### src/rtl/ram_boot_loader_pkg.sv
// ram_boot_loader_pkg: shared types, constants and header check for the boot loader
package ram_boot_loader_pkg;
  typedef enum logic [2:0] {HDR_ADDR, HDR_LEN, PAYLOAD, FLUSH, DONE, ERROR} loader_state_e;
  localparam int LOADER_HDR_BYTES = 4;
  function automatic logic hdr_bad(input logic [31:0] base, input logic [31:0] len, input logic [32:0] mem);
    return (base[1:0] != 2'b00) || (({1'b0, base} + {1'b0, len}) > mem);
  endfunction
endpackage

### src/rtl/ram_boot_loader_if.sv
// ram_boot_loader_if: byte stream handshake plus RAM write port
interface ram_boot_loader_if #(parameter int AW = 16);
  logic byte_valid_i;
  logic [7:0] byte_i;
  logic byte_ready_o;
  logic en_o;
  logic [3:0] we_o;
  logic [AW-1:0] addr_o;
  logic [31:0] data_o;
  modport master (input byte_valid_i, byte_i, output byte_ready_o, en_o, we_o, addr_o, data_o);
  modport slave (output byte_valid_i, byte_i, input byte_ready_o, en_o, we_o, addr_o, data_o);
endinterface

### src/rtl/ram_boot_loader_word_packer.sv
// loader_word_packer: packs payload bytes into little-endian words and registers the write pulse
module loader_word_packer #(parameter int AW = 16) (
  input  logic          clk,
  input  logic          reset_n,
  input  logic          load,
  input  logic [AW-1:0] base,
  input  logic          push,
  input  logic [7:0]    din,
  input  logic          last,
  output logic          en,
  output logic [3:0]    we,
  output logic [AW-1:0] addr,
  output logic [31:0]   data
);
  logic [1:0] lane;
  logic [31:0] acc;
  logic [AW-1:0] waddr;
  logic [31:0] word;
  logic [3:0] fill;
  logic flush;
  // merge the incoming byte into the partial word; a word completes on lane 3 or the final byte
  always_comb begin
    word = acc | ({24'd0, din} << {lane, 3'b000});
    fill = {lane == 2'd3, lane >= 2'd2, lane >= 2'd1, 1'b1};
    flush = push && (lane == 2'd3 || last);
  end
  // partial-word accumulator, kept apart from the output register so a byte can land during a pulse
  always_ff @(posedge clk or negedge reset_n)
    if (!reset_n) begin
      lane <= 2'd0;
      acc <= 32'd0;
    end else if (flush) begin
      lane <= 2'd0;
      acc <= 32'd0;
    end else if (push) begin
      lane <= lane + 2'd1;
      acc <= word;
    end
  // one-cycle write pulse; address and data hold between pulses
  always_ff @(posedge clk or negedge reset_n)
    if (!reset_n) begin
      en <= 1'b0;
      we <= 4'd0;
      addr <= '0;
      data <= 32'd0;
      waddr <= '0;
    end else begin
      en <= flush;
      we <= flush ? fill : 4'd0;
      addr <= flush ? waddr : addr;
      data <= flush ? word : data;
      waddr <= load ? base : flush ? waddr + AW'(4) : waddr;
    end
endmodule

### src/rtl/ram_boot_loader.sv
// ram_boot_loader: framed byte-stream loader writing a RAM image and holding the core in reset
module ram_boot_loader
  import ram_boot_loader_pkg::*;
#(
  parameter int MEM_WIDTH = 65536,
  parameter bit HOLD_CORE = 1'b1
) (
  input  logic clk,
  input  logic reset_n,
  input  logic start_i,
  ram_boot_loader_if.master bus,
  output logic busy_o,
  output logic done_o,
  output logic error_o,
  output logic core_reset_n_o
);
  localparam int AW = $clog2(MEM_WIDTH);
  loader_state_e state, state_nx;
  logic [1:0] hcnt;
  logic [31:0] base, len, len_full;
  logic [AW:0] rem;
  logic take, hdr_end, last;
  // handshake decode and the length as it stands once the current byte is included
  always_comb begin
    take = bus.byte_valid_i && bus.byte_ready_o;
    hdr_end = take && hcnt == 2'(LOADER_HDR_BYTES - 1);
    len_full = {bus.byte_i, len[31:8]};
    last = rem == (AW+1)'(1);
  end
  // state register
  always_ff @(posedge clk or negedge reset_n)
    if (!reset_n) state <= HDR_ADDR;
    else state <= state_nx;
  // next state: header collection, range check, payload, flush, and restart from terminal states
  always_comb begin
    state_nx = state;
    case (state)
      HDR_ADDR: state_nx = hdr_end ? HDR_LEN : HDR_ADDR;
      HDR_LEN:  state_nx = !hdr_end ? HDR_LEN : hdr_bad(base, len_full, 33'(MEM_WIDTH)) ? ERROR :
                           len_full == 32'd0 ? DONE : PAYLOAD;
      PAYLOAD:  state_nx = take && last ? FLUSH : PAYLOAD;
      FLUSH:    state_nx = DONE;
      DONE:     state_nx = start_i ? HDR_ADDR : DONE;
      ERROR:    state_nx = start_i ? HDR_ADDR : ERROR;
      default:  state_nx = HDR_ADDR;
    endcase
  end
  // header shift registers (LSB first) and remaining payload count
  always_ff @(posedge clk or negedge reset_n)
    if (!reset_n) begin
      hcnt <= 2'd0;
      base <= 32'd0;
      len <= 32'd0;
      rem <= '0;
    end else begin
      if (take && state != PAYLOAD) hcnt <= hcnt + 2'd1;
      if (take && state == HDR_ADDR) base <= {bus.byte_i, base[31:8]};
      if (take && state == HDR_LEN) len <= len_full;
      if (hdr_end && state == HDR_LEN) rem <= len_full[AW:0];
      else if (take && state == PAYLOAD) rem <= rem - (AW+1)'(1);
    end
  // status outputs decoded from state
  always_comb begin
    bus.byte_ready_o = state inside {HDR_ADDR, HDR_LEN, PAYLOAD};
    busy_o = (state == HDR_ADDR && hcnt != 2'd0) || state inside {HDR_LEN, PAYLOAD, FLUSH};
    done_o = state == DONE;
    error_o = state == ERROR;
    core_reset_n_o = HOLD_CORE ? state == DONE : 1'b1;
  end
  loader_word_packer #(.AW(AW)) u_packer (
    .clk(clk),
    .reset_n(reset_n),
    .load(hdr_end && state == HDR_LEN),
    .base(base[AW-1:0]),
    .push(take && state == PAYLOAD),
    .din(bus.byte_i),
    .last(last),
    .en(bus.en_o),
    .we(bus.we_o),
    .addr(bus.addr_o),
    .data(bus.data_o)
  );
endmodule

### src/flat_wrapper.sv
// flat-port wrapper written by rule: the top's interface ports become plain ports
module ram_boot_loader_flat import ram_boot_loader_pkg::*;
#(
  parameter int MEM_WIDTH = 65536,
  parameter bit HOLD_CORE = 1'b1
)
  (clk, reset_n, start_i, busy_o, done_o, error_o, core_reset_n_o, bus_byte_valid_i, bus_byte_i, bus_byte_ready_o, bus_en_o, bus_we_o, bus_addr_o, bus_data_o);
  ram_boot_loader_if #(.AW((16))) bus_i ();
  input  logic clk;
  input  logic reset_n;
  input  logic start_i;
  output logic busy_o;
  output logic done_o;
  output logic error_o;
  output logic core_reset_n_o;
  input wire logic [$bits(bus_i.byte_valid_i)-1:0] bus_byte_valid_i;
  input wire logic [$bits(bus_i.byte_i)-1:0] bus_byte_i;
  output wire logic [$bits(bus_i.byte_ready_o)-1:0] bus_byte_ready_o;
  output wire logic [$bits(bus_i.en_o)-1:0] bus_en_o;
  output wire logic [$bits(bus_i.we_o)-1:0] bus_we_o;
  output wire logic [$bits(bus_i.addr_o)-1:0] bus_addr_o;
  output wire logic [$bits(bus_i.data_o)-1:0] bus_data_o;
  assign bus_i.byte_valid_i = bus_byte_valid_i;
  assign bus_i.byte_i = bus_byte_i;
  assign bus_byte_ready_o = bus_i.byte_ready_o;
  assign bus_en_o = bus_i.en_o;
  assign bus_we_o = bus_i.we_o;
  assign bus_addr_o = bus_i.addr_o;
  assign bus_data_o = bus_i.data_o;
  ram_boot_loader #(.MEM_WIDTH(MEM_WIDTH), .HOLD_CORE(HOLD_CORE)) u_core (.clk(clk), .reset_n(reset_n), .start_i(start_i), .bus(bus_i), .busy_o(busy_o), .done_o(done_o), .error_o(error_o), .core_reset_n_o(core_reset_n_o));
endmodule
### config.mk
export PLATFORM = sky130hd
export DESIGN_NAME = ram_boot_loader_flat
export DESIGN_NICKNAME = d
export VERILOG_FILES = /design/src/rtl/ram_boot_loader_pkg.sv /design/src/rtl/ram_boot_loader_if.sv /design/src/rtl/ram_boot_loader_word_packer.sv /design/src/rtl/ram_boot_loader.sv /design/src/flat_wrapper.sv
export SDC_FILE = /design/constraint.sdc
export NUM_CORES = 1
export LEC_CHECK = 0
export BUFFER_PORTS_ARGS = -buffer_cell sky130_fd_sc_hd__buf_4
export CORE_ASPECT_RATIO = 0.8
export CORE_MARGIN = 1
export CORE_UTILIZATION = 35
export CTS_BUF_LIST = sky130_fd_sc_hd__clkbuf_8 sky130_fd_sc_hd__clkbuf_16
export CTS_CLUSTER_DIAMETER = 200
export DETAILED_ROUTE_END_ITERATION = 16
export SLEW_MARGIN = 20
export SYNTH_ARGS = -nofsm -noshare
export SYNTH_HDL_FRONTEND = slang
export SYNTH_SLANG_ARGS = --single-unit
### constraint.sdc
create_clock -name clk -period 5.6 [get_ports clk]
set_input_delay 0.56 -clock clk [delete_from_list [all_inputs] [get_ports clk]]
set_output_delay 0.56 -clock clk [all_outputs]
set_load 0.05 [all_outputs]
==> results of run 1 <==
-- path summary, 6_finish.rpt --
kind,from,endpoint,slack (ns),depth (start not counted)
setup / recovery,u_core.base[0],u_core.state[0],1.98,11
hold / removal,reset_n,u_core.base[30],0.22,1
setup reg to reg,u_core.base[0],u_core.state[0],1.98,11
hold reg to reg,u_core.u_packer.addr[15],u_core.u_packer.addr[15],0.47,2
max in group asynchronous,reset_n,u_core.rem[6],4.22,2
min in group clk,start_i,u_core.state[2],0.43,4
-- layout make-up --
type / instances / area [um2] / share of cell area
Inverter: 19 / 71.3 / 0.00640
Clock buffer: 18 / 439 / 0.0394
Tap cell: 364 / 455 / 0.0409
Sequential cell: 180 / 4500 / 0.404
Timing Repair Buffer: 77 / 582 / 0.0522
Clock inverter: 13 / 145 / 0.0130
Multi-Input combinational cell: 779 / 4950 / 0.444
-- critical path: stages, from the launching register on --
cell	delay, ns
dfrtp_1	0.40
ha_1	0.21
fa_1	0.22
a211oi_1	0.14
o21a_1	0.27
a2111oi_4	0.54
o21ai_2	0.15
o41ai_2	0.41
mux2_1	0.40
or4b_1	0.48
nor4_1	0.20
o21ai_1	0.09
-- state kept, by name (all words and copies together), names as in the netlist --
register,cells
u_core.u_packer.acc,32
u_core.state,3
u_core.hcnt,2
u_core.u_packer.data,32
u_core.rem,17
u_core.u_packer.we,4
u_core.u_packer.addr,16
u_core.u_packer.lane,2
u_core.base,32
u_core.len,24
u_core.u_packer.waddr,16
-- cells by family (layout without fill, tap and decap cells) --
kind of cell | count (synthesis) | in the layout | share of synthesized area
mux | 63 | 63 | 0.0723
xor+xnor | 25 | 25 | 0.0224
fa+ha+maj | 41 | 41 | 0.0533
buf+inv | 75 | 127 | 0.0331
compound gates | 291 | 291 | 0.189
simple gates | 359 | 359 | 0.169
flops | 180 | 180 | 0.461
-- power by group --
group	switching, mW	leakage [nW]	internal, mW
clock	0.558	0.283	0.639
combinational	1.95	2.30	1.29
sequential	0.450	2.36	1.63
total	2.96	4.94	3.56
-- per-layer routing --
layer	vias to the layer above	GRT usage	routed length, um
met2	269	0.267	10900
met1	3897	0.317	14500
met5	-	0	0
met3	29	0.0396	1720
met4	0	0.0536	325
li1	3823	-	-
-- cell usage in the layout (no fill, tap or decap), types with 18 or more instances in the layout --
| master | n |
|---|---|
| nand4_1 | 18 |
| mux2_2 | 59 |
| a21oi_1 | 110 |
| o211ai_1 | 19 |
| nand2_1 | 163 |
| inv_1 | 19 |
| o21ai_0 | 71 |
| buf_4 | 76 |
| nor2_1 | 82 |
| ha_1 | 40 |
| dfrtp_1 | 180 |
==> summary.md, run 1 <==
| Metric | Value |
|---|---|
| CTS sink count | `180` |
| Share of cells above drive strength 1 | `0.171` |
| RSZ-0062 raised after global routing | `false` |
| Placed Cells incl. Taps | `1419` |
| Full die area | `0.0286 mm2` |
| Ys async rst share | `1.00` |
| Setup TNS | `0 ns` |
| Antenna Cells | `0` |
| CTS root buffer | `clkbuf_16` |
| Most frequent cells after synthesis | `180 x dfrtp_1, 163 x nand2_1, 110 x a21oi_1` |
| Register area share after synthesis | `0.461` |
| Clock Tree Buf Depth | `2` |
| Clock slew at reported path FFs | `0.07 ns` |
| Final GP Congestion | `around 0.96` |
| Kind of critical path | `reg2reg` |
| CTS tree | `yes` |
| Max Slew Vio Count | `0` |
| Die W | `between 150 and 200 um` |
| ANT nets after route | `0` |
| CP Capture Type | `register` |
| Final Setup Violations | `0` |
| Status | `finished, final reports clean` |
| Slew headroom | `0.305` |
| Routed WL per cell | `18.9 um` |
| Die Span Y | `151 um` |
| Initial core utilization | `0.357` |
| H-tree depth | `4` |
| Final #Nets | `1127` |
| Placed inst area | `0.0106 mm2` |
| EDFF count, synth | `0` |
| Final worst path period need | `3.62 ns` |
| Largest net degree at the start of global routing | `roughly 100` |
| Fillers | `2720` |
| Crit path launch type | `register` |
| Worst Tran Pin Value | `1.03 ns` |
| Fin crit share | `0.647` |
| Most frequent cell after synthesis | `dfrtp_1` |
| Leakage power | `4.94 nW` |
| Synth top area share | `0.461` |
| Syn Area/Cell | `between 9 and 10 um2` |
| Post-Syn Instances | `1034` |
| Core Rows | `54` |
| Worst setup margin | `1.98 ns` |
| Max-cap viol count | `0` |
| Fin. Hold Viols | `0` |
| Area delta synth->final | `14.2%` |
| Post-synth top area cell | `dfrtp_1` |
| Max VDD drop | `0.316 mV` |
| Vias/cell | `5.53` |
| DR vias | `8018` |
| Crit path required time | `5.92 ns` |
| Initial detailed-routing violation count | `795` |
| GRT Overall Usage | `0.200` |
| F_max | `276 MHz` |
| Unique masters post-synth | `77` |
| Non-filler cells, final | `about 1500` |
| IO Count | `70` |
| Congestion Overflow GR | `0` |
| DRC viols | `0` |
| Crit path max fanout | `5` |
| Worst clock skew | `0.0135 ns` |
| CTS buffer count | `17` |
| WP data arrival | `3.95 ns` |
| Pwr/cell area | `585 mW/mm2` |
| Number of hold buffers added after cts | `0` |
| PnR Total Power | `about 6.5 mW` |
| Synthesized flop and latch total | `180` |
| CTS resizes | `0` |
| Total wire length | `27400 um` |
| Pre-CTS setup slack | `~2 ns` |
| Vias in the first global route | `7574` |
| HPWL after detailed placement | `19900 um` |
| Worst-Skew Late Latency | `about 0.44 ns` |
| WHS | `0.224 ns` |
| Mapped Area | `around 0.0098 mm2` |
| Initial antenna violation count | `0` |
| Port bufs | `69` |
| First-pass GRT wire length | `44000 um` |
| Net Count, Synth | `1087` |
| Synth area leaders | `dfrtp_1 46%, mux2_2 6.8%, nand2_1 6.3%, a21oi_1 5.6%, ha_1 5.1%` |
| Final Core Density | `0.407` |
| Type of the tightest min-delay check | `in2async` |
| Synth Flop Type | `dfrtp_1` |
| Post-CTS Setup Bufs | `0` |
| Design area | `0.0111 mm2` |
| YS warnings | `0` |
| First-pass detailed-route iteration total | `5` |
| Area of the core | `roughly 0.027 mm2` |
Note: power is estimated with default switching activity, not from simulation.
==> inputs of run 2 (changes only) <==
- ABC_AREA: default -> 1
- clock period: 5.6 -> 3.33 ns (I/O delays scaled with it)
==> run 2 against run 1 <==
Non-clock buffer count grew 8. Synthesized area grew 8.3%. Worst hold slack gained 0.031 ns. Worst setup slack lost 1.4 ns. First-iteration DRC count shrank 9.8%. Via count grew 19%. Cell area grew 9.4%. Critical path depth grew 4. Die area grew 8.2%. Sequential power grew 64%. Count of clock-buffer cells in the layout grew 1. Fmax grew 32%. Largest cell class unchanged.
==> summary.md, run 2 <==
| Metric | Value |
|---|---|
| Worst-path cell chain | `ha_1, nand2_1, inv_2, a21oi_1, nand3_2, nand2_2, nand2_1, nand2_1, nand3_1, nor2_1, nand2_1, nor2_2, nand3_1, nand2_1, nand2_1` |
| Final Setup Violations | `0 (unchanged)` |
| Max VDD drop | `0.358 mV (+13%)` |
| Final worst path period need | `2.75 ns (-0.875 ns)` |
| Most common cell after layout, fill and taps aside | `nand2_1` |
| ANT nets after route | `0 (unchanged)` |
| Share of cells above drive strength 1 | `0.123 (-0.0479)` |
| Pwr/cell area | `925 mW/mm2 (+58%)` |
| Fillers | `3054 (+12%)` |
| Multi-input combinational cell area | `0.00510 mm2 (+3.1%)` |
| CTS tree | `yes` |
| Critical path's top delay family | `simple AND/OR/NAND/NOR gates` |
| Synth area leaders | `dfrtp_1 43%, nand2_1 16%, inv_1 7.0%, ha_1 4.7%, o21ai_0 4.6%` |
| F_max | `364 MHz (+32%)` |
| Routed WL per cell | `16.6 um (-12%)` |
| DR vias | `9581 (+19%)` |
| Worst setup margin | `0.582 ns (-1.39 ns)` |
| Port bufs | `69 (unchanged)` |
| Initial core utilization | `0.358 (+0.00154)` |
| First-pass GRT wire length | `50200 um (+14%)` |
| Largest net degree at the start of global routing | `78 (-23%)` |
| Clock share of power | `0.191 (+0.007)` |
| Fin crit share | `0.825 (+0.178)` |
| Buf+Inv Stages, Crit Path | `1 (+1)` |
| Crit path max fanout | `5 (unchanged)` |
| R2R Setup Slk | `0.58 ns (-1.39 ns)` |
| Slowest stage delay, CP | `0.50 ns (-0.04 ns)` |
| H-tree depth | `4 (unchanged)` |
| Net Switching | `5.39 mW (+82%)` |
| Placed Cells incl. Taps | `1881 (+33%)` |
| Setup TNS | `0 ns (unchanged)` |
| Post-CTS Setup Bufs | `0 (unchanged)` |
| Final GP Congestion | `0.984 (+2.4%)` |
| Slew headroom | `0.378 (+0.0729)` |
| Die Span Y | `157 um (+4.0%)` |
| Register area share after synthesis | `0.426 (-0.0352)` |
| Largest registers | `u_core.base (32), u_core.u_packer.acc (32), u_core.u_packer.data (32)` |
| Status | `finished, final reports clean` |
| Master of the slowest instance on the critical path | `dfrtp_1` |
| First-pass detailed-route iteration total | `5 (unchanged)` |
| Crit path required time | `3.65 ns (-2.27 ns)` |
| Kind of critical path | `reg2reg` |
| Most frequent cells after synthesis | `437 x nand2_1, 196 x inv_1, 180 x dfrtp_1` |
| Most frequent cell after synthesis | `nand2_1` |
| WHS | `0.255 ns (+0.0311 ns)` |
| Pre-CTS setup slack | `0.645 ns (-1.36 ns)` |
| Final #Nets | `1548 (+37%)` |
| Core Rows | `56 (+3.7%)` |
| Sw frac | `0.478 (+0.0238)` |
| Max-cap viol count | `0 (unchanged)` |
| Post-Syn Instances | `1433 (+39%)` |
| Crit path launch type | `register` |
| Synth top area share | `0.426 (-0.0352)` |
| Initial detailed-routing violation count | `717 (-9.8%)` |
| Reg power frac | `0.302 (-0.017)` |
| Ys async rst share | `1.00 (unchanged)` |
| CP Capture Type | `register` |
| Most used cell along the critical path | `nand2_1` |
| Worst Tran Pin Value | `0.925 ns (-0.110 ns)` |
| Area delta synth->final | `15.3%` |
| Net Count, Synth | `1486 (+37%)` |
| Vias/cell | `5.01 (-9.5%)` |
| Max Slew Vio Count | `0 (unchanged)` |
| DRC viols | `0 (unchanged)` |
| Clock slew at reported path FFs | `0.07 ns (about the same)` |
| Vias in the first global route | `8847 (+17%)` |
| Area of the core | `0.0295 mm2 (+7.8%)` |
| CTS sink count | `180 (unchanged)` |
| CTS buffer count | `17 (unchanged)` |
| Commonest cells after routing, fill and taps aside | `437 x nand2_1, 197 x inv_1, 180 x dfrtp_1, 112 x nor2_1, 97 x o21ai_0` |
| Unique masters post-synth | `39 (-49%)` |
| Initial antenna violation count | `0 (unchanged)` |
| Syn Area/Cell | `7.38 um2 (-22%)` |
| Combinational share of power | `0.507 (+0.010)` |
| Clock Tree Buf Depth | `2 (unchanged)` |
| Worst clock skew | `0.0110 ns (-0.00247 ns)` |
| Storage cell area | `0.00450 mm2 (unchanged)` |
| Synthesized flop and latch total | `180 (unchanged)` |
| Post-synth top area cell | `dfrtp_1` |
| Worst-Skew Late Latency | `0.44 ns (about the same)` |
| YS warnings | `0 (unchanged)` |
| Full die area | `0.0309 mm2 (+8.2%)` |
| CTS root buffer | `clkbuf_16` |
| Mapped Area | `0.0106 mm2 (+8.3%)` |
| RSZ-0062 raised after global routing | `false` |
| Fin. Hold Viols | `0 (unchanged)` |
| GRT Overall Usage | `0.213 (+0.0130)` |
| Antenna Cells | `0 (unchanged)` |
| Leakage power | `6.34 nW (+28%)` |
| IO Count | `70 (unchanged)` |
| WP data arrival | `3.07 ns (-0.88 ns)` |
| Type of the tightest min-delay check | `in2reg` |
| Synth Flop Type | `dfrtp_1` |
| EDFF count, synth | `0 (unchanged)` |
| HPWL after detailed placement | `24000 um (+21%)` |
| Die W | `196 um (+4.0%)` |
| Congestion Overflow GR | `0 (unchanged)` |
| Int Power | `5.89 mW (+66%)` |
| Non-filler cells, final | `1914 (+32%)` |
| Total wire length | `31700 um (+16%)` |
## run 2: cell types whose count changed after synthesis, moves of 16 or more
| cell | previous run | this run |
|---|---|---|
| nor2_1 | 82 | 112 |
| nand3_1 | 12 | 58 |
| nand2_2 | 0 | 20 |
| o21ai_0 | 71 | 97 |
| a21oi_1 | 110 | 56 |
| inv_1 | 19 | 196 |
| nor3_1 | 17 | 42 |
| mux2_2 | 59 | 10 |
| o221ai_1 | 1 | 17 |
| nand2_1 | 163 | 437 |
## run 2: repair_timing
action / CTS / global route
hold buffers: 1 / 0
endpoints found under the setup margin: 0 / 0
hold endpoints to repair: 75 / 0
gates resized for setup: 0 / 0
## run 2: logic make-up after synthesis
| kind of cell | count (synthesis) | synth area share |
|---|---|---|
| compound gates | 198 | 0.107 |
| xor+xnor | 22 | 0.0182 |
| fa+ha+maj | 41 | 0.0492 |
| buf+inv | 250 | 0.0920 |
| flops | 180 | 0.426 |
| mux | 10 | 0.0107 |
| simple gates | 732 | 0.297 |
## run 2: worst register-to-register path, stage by stage (launching register included)
cell and delay, ns:
dfrtp_1 0.50, ha_1 0.46, nand2_1 0.16, inv_2 0.05
a21oi_1 0.36, nand3_2 0.20, nand2_2 0.11, nand2_1 0.05
nand2_1 0.05, nand3_1 0.06, nor2_1 0.14, nand2_1 0.11
nor2_2 0.17, nand3_1 0.09, nand2_1 0.07, nand2_1 0.05
## run 2: metal layers
layer	vias up	part of all wire	routed length, um	GRT usage
met4	0	0.014	439	0.0495
met1	4543	0.50	16000	0.322
met3	38	0.070	2220	0.0501
met2	299	0.41	13100	0.300
met5	-	0	0	0
li1	4701	-	-	-
## run 2: worst paths after layout
| path | from | end | cells after the start |
|---|---|---|---|
| worst max-delay path | u_core.len[20] | u_core.state[2] | 15 |
| worst min-delay path | start_i | u_core.state[0] | 3 |
| worst max register to register | u_core.len[20] | u_core.state[2] | 15 |
| worst min register to register | u_core.u_packer.addr[13] | u_core.u_packer.addr[13] | 2 |
| max in group asynchronous | reset_n | u_core.u_packer.acc[21] | 3 |
| min in group asynchronous | reset_n | u_core.state[0] | 2 |
## run 2: final cells by class
type	instances	share of cell area
well taps	406	0.0417
clock buffers	19	0.0372
multi-input cells	1003	0.419
flip-flops and latches	180	0.370
repair buffers	85	0.0549
clock inverters	13	0.0141
inverters	208	0.0641
## run 2: through the flow
stage	power, mW	utilization	cell area [um2]
2_1_floorplan	7.34	-	10600
3_3_place_gp	8.98	0.392	11600
3_5_place_dp	9.03	0.392	11600
4_1_cts	11.2	0.413	12200
5_1_grt	12.1	0.413	12200
6_report	11.3	0.413	12200
## run 2: power by group through the flow
stage               sequential [mW]  combinational [mW]  clock, mW
floorplan                      3.25                4.09          0
detailed placement             3.43                5.61          0
CTS                            3.39                5.64       2.20
finish                         3.41                5.71       2.16
global placement               3.41                5.57          0
global route                   3.47                6.38       2.29
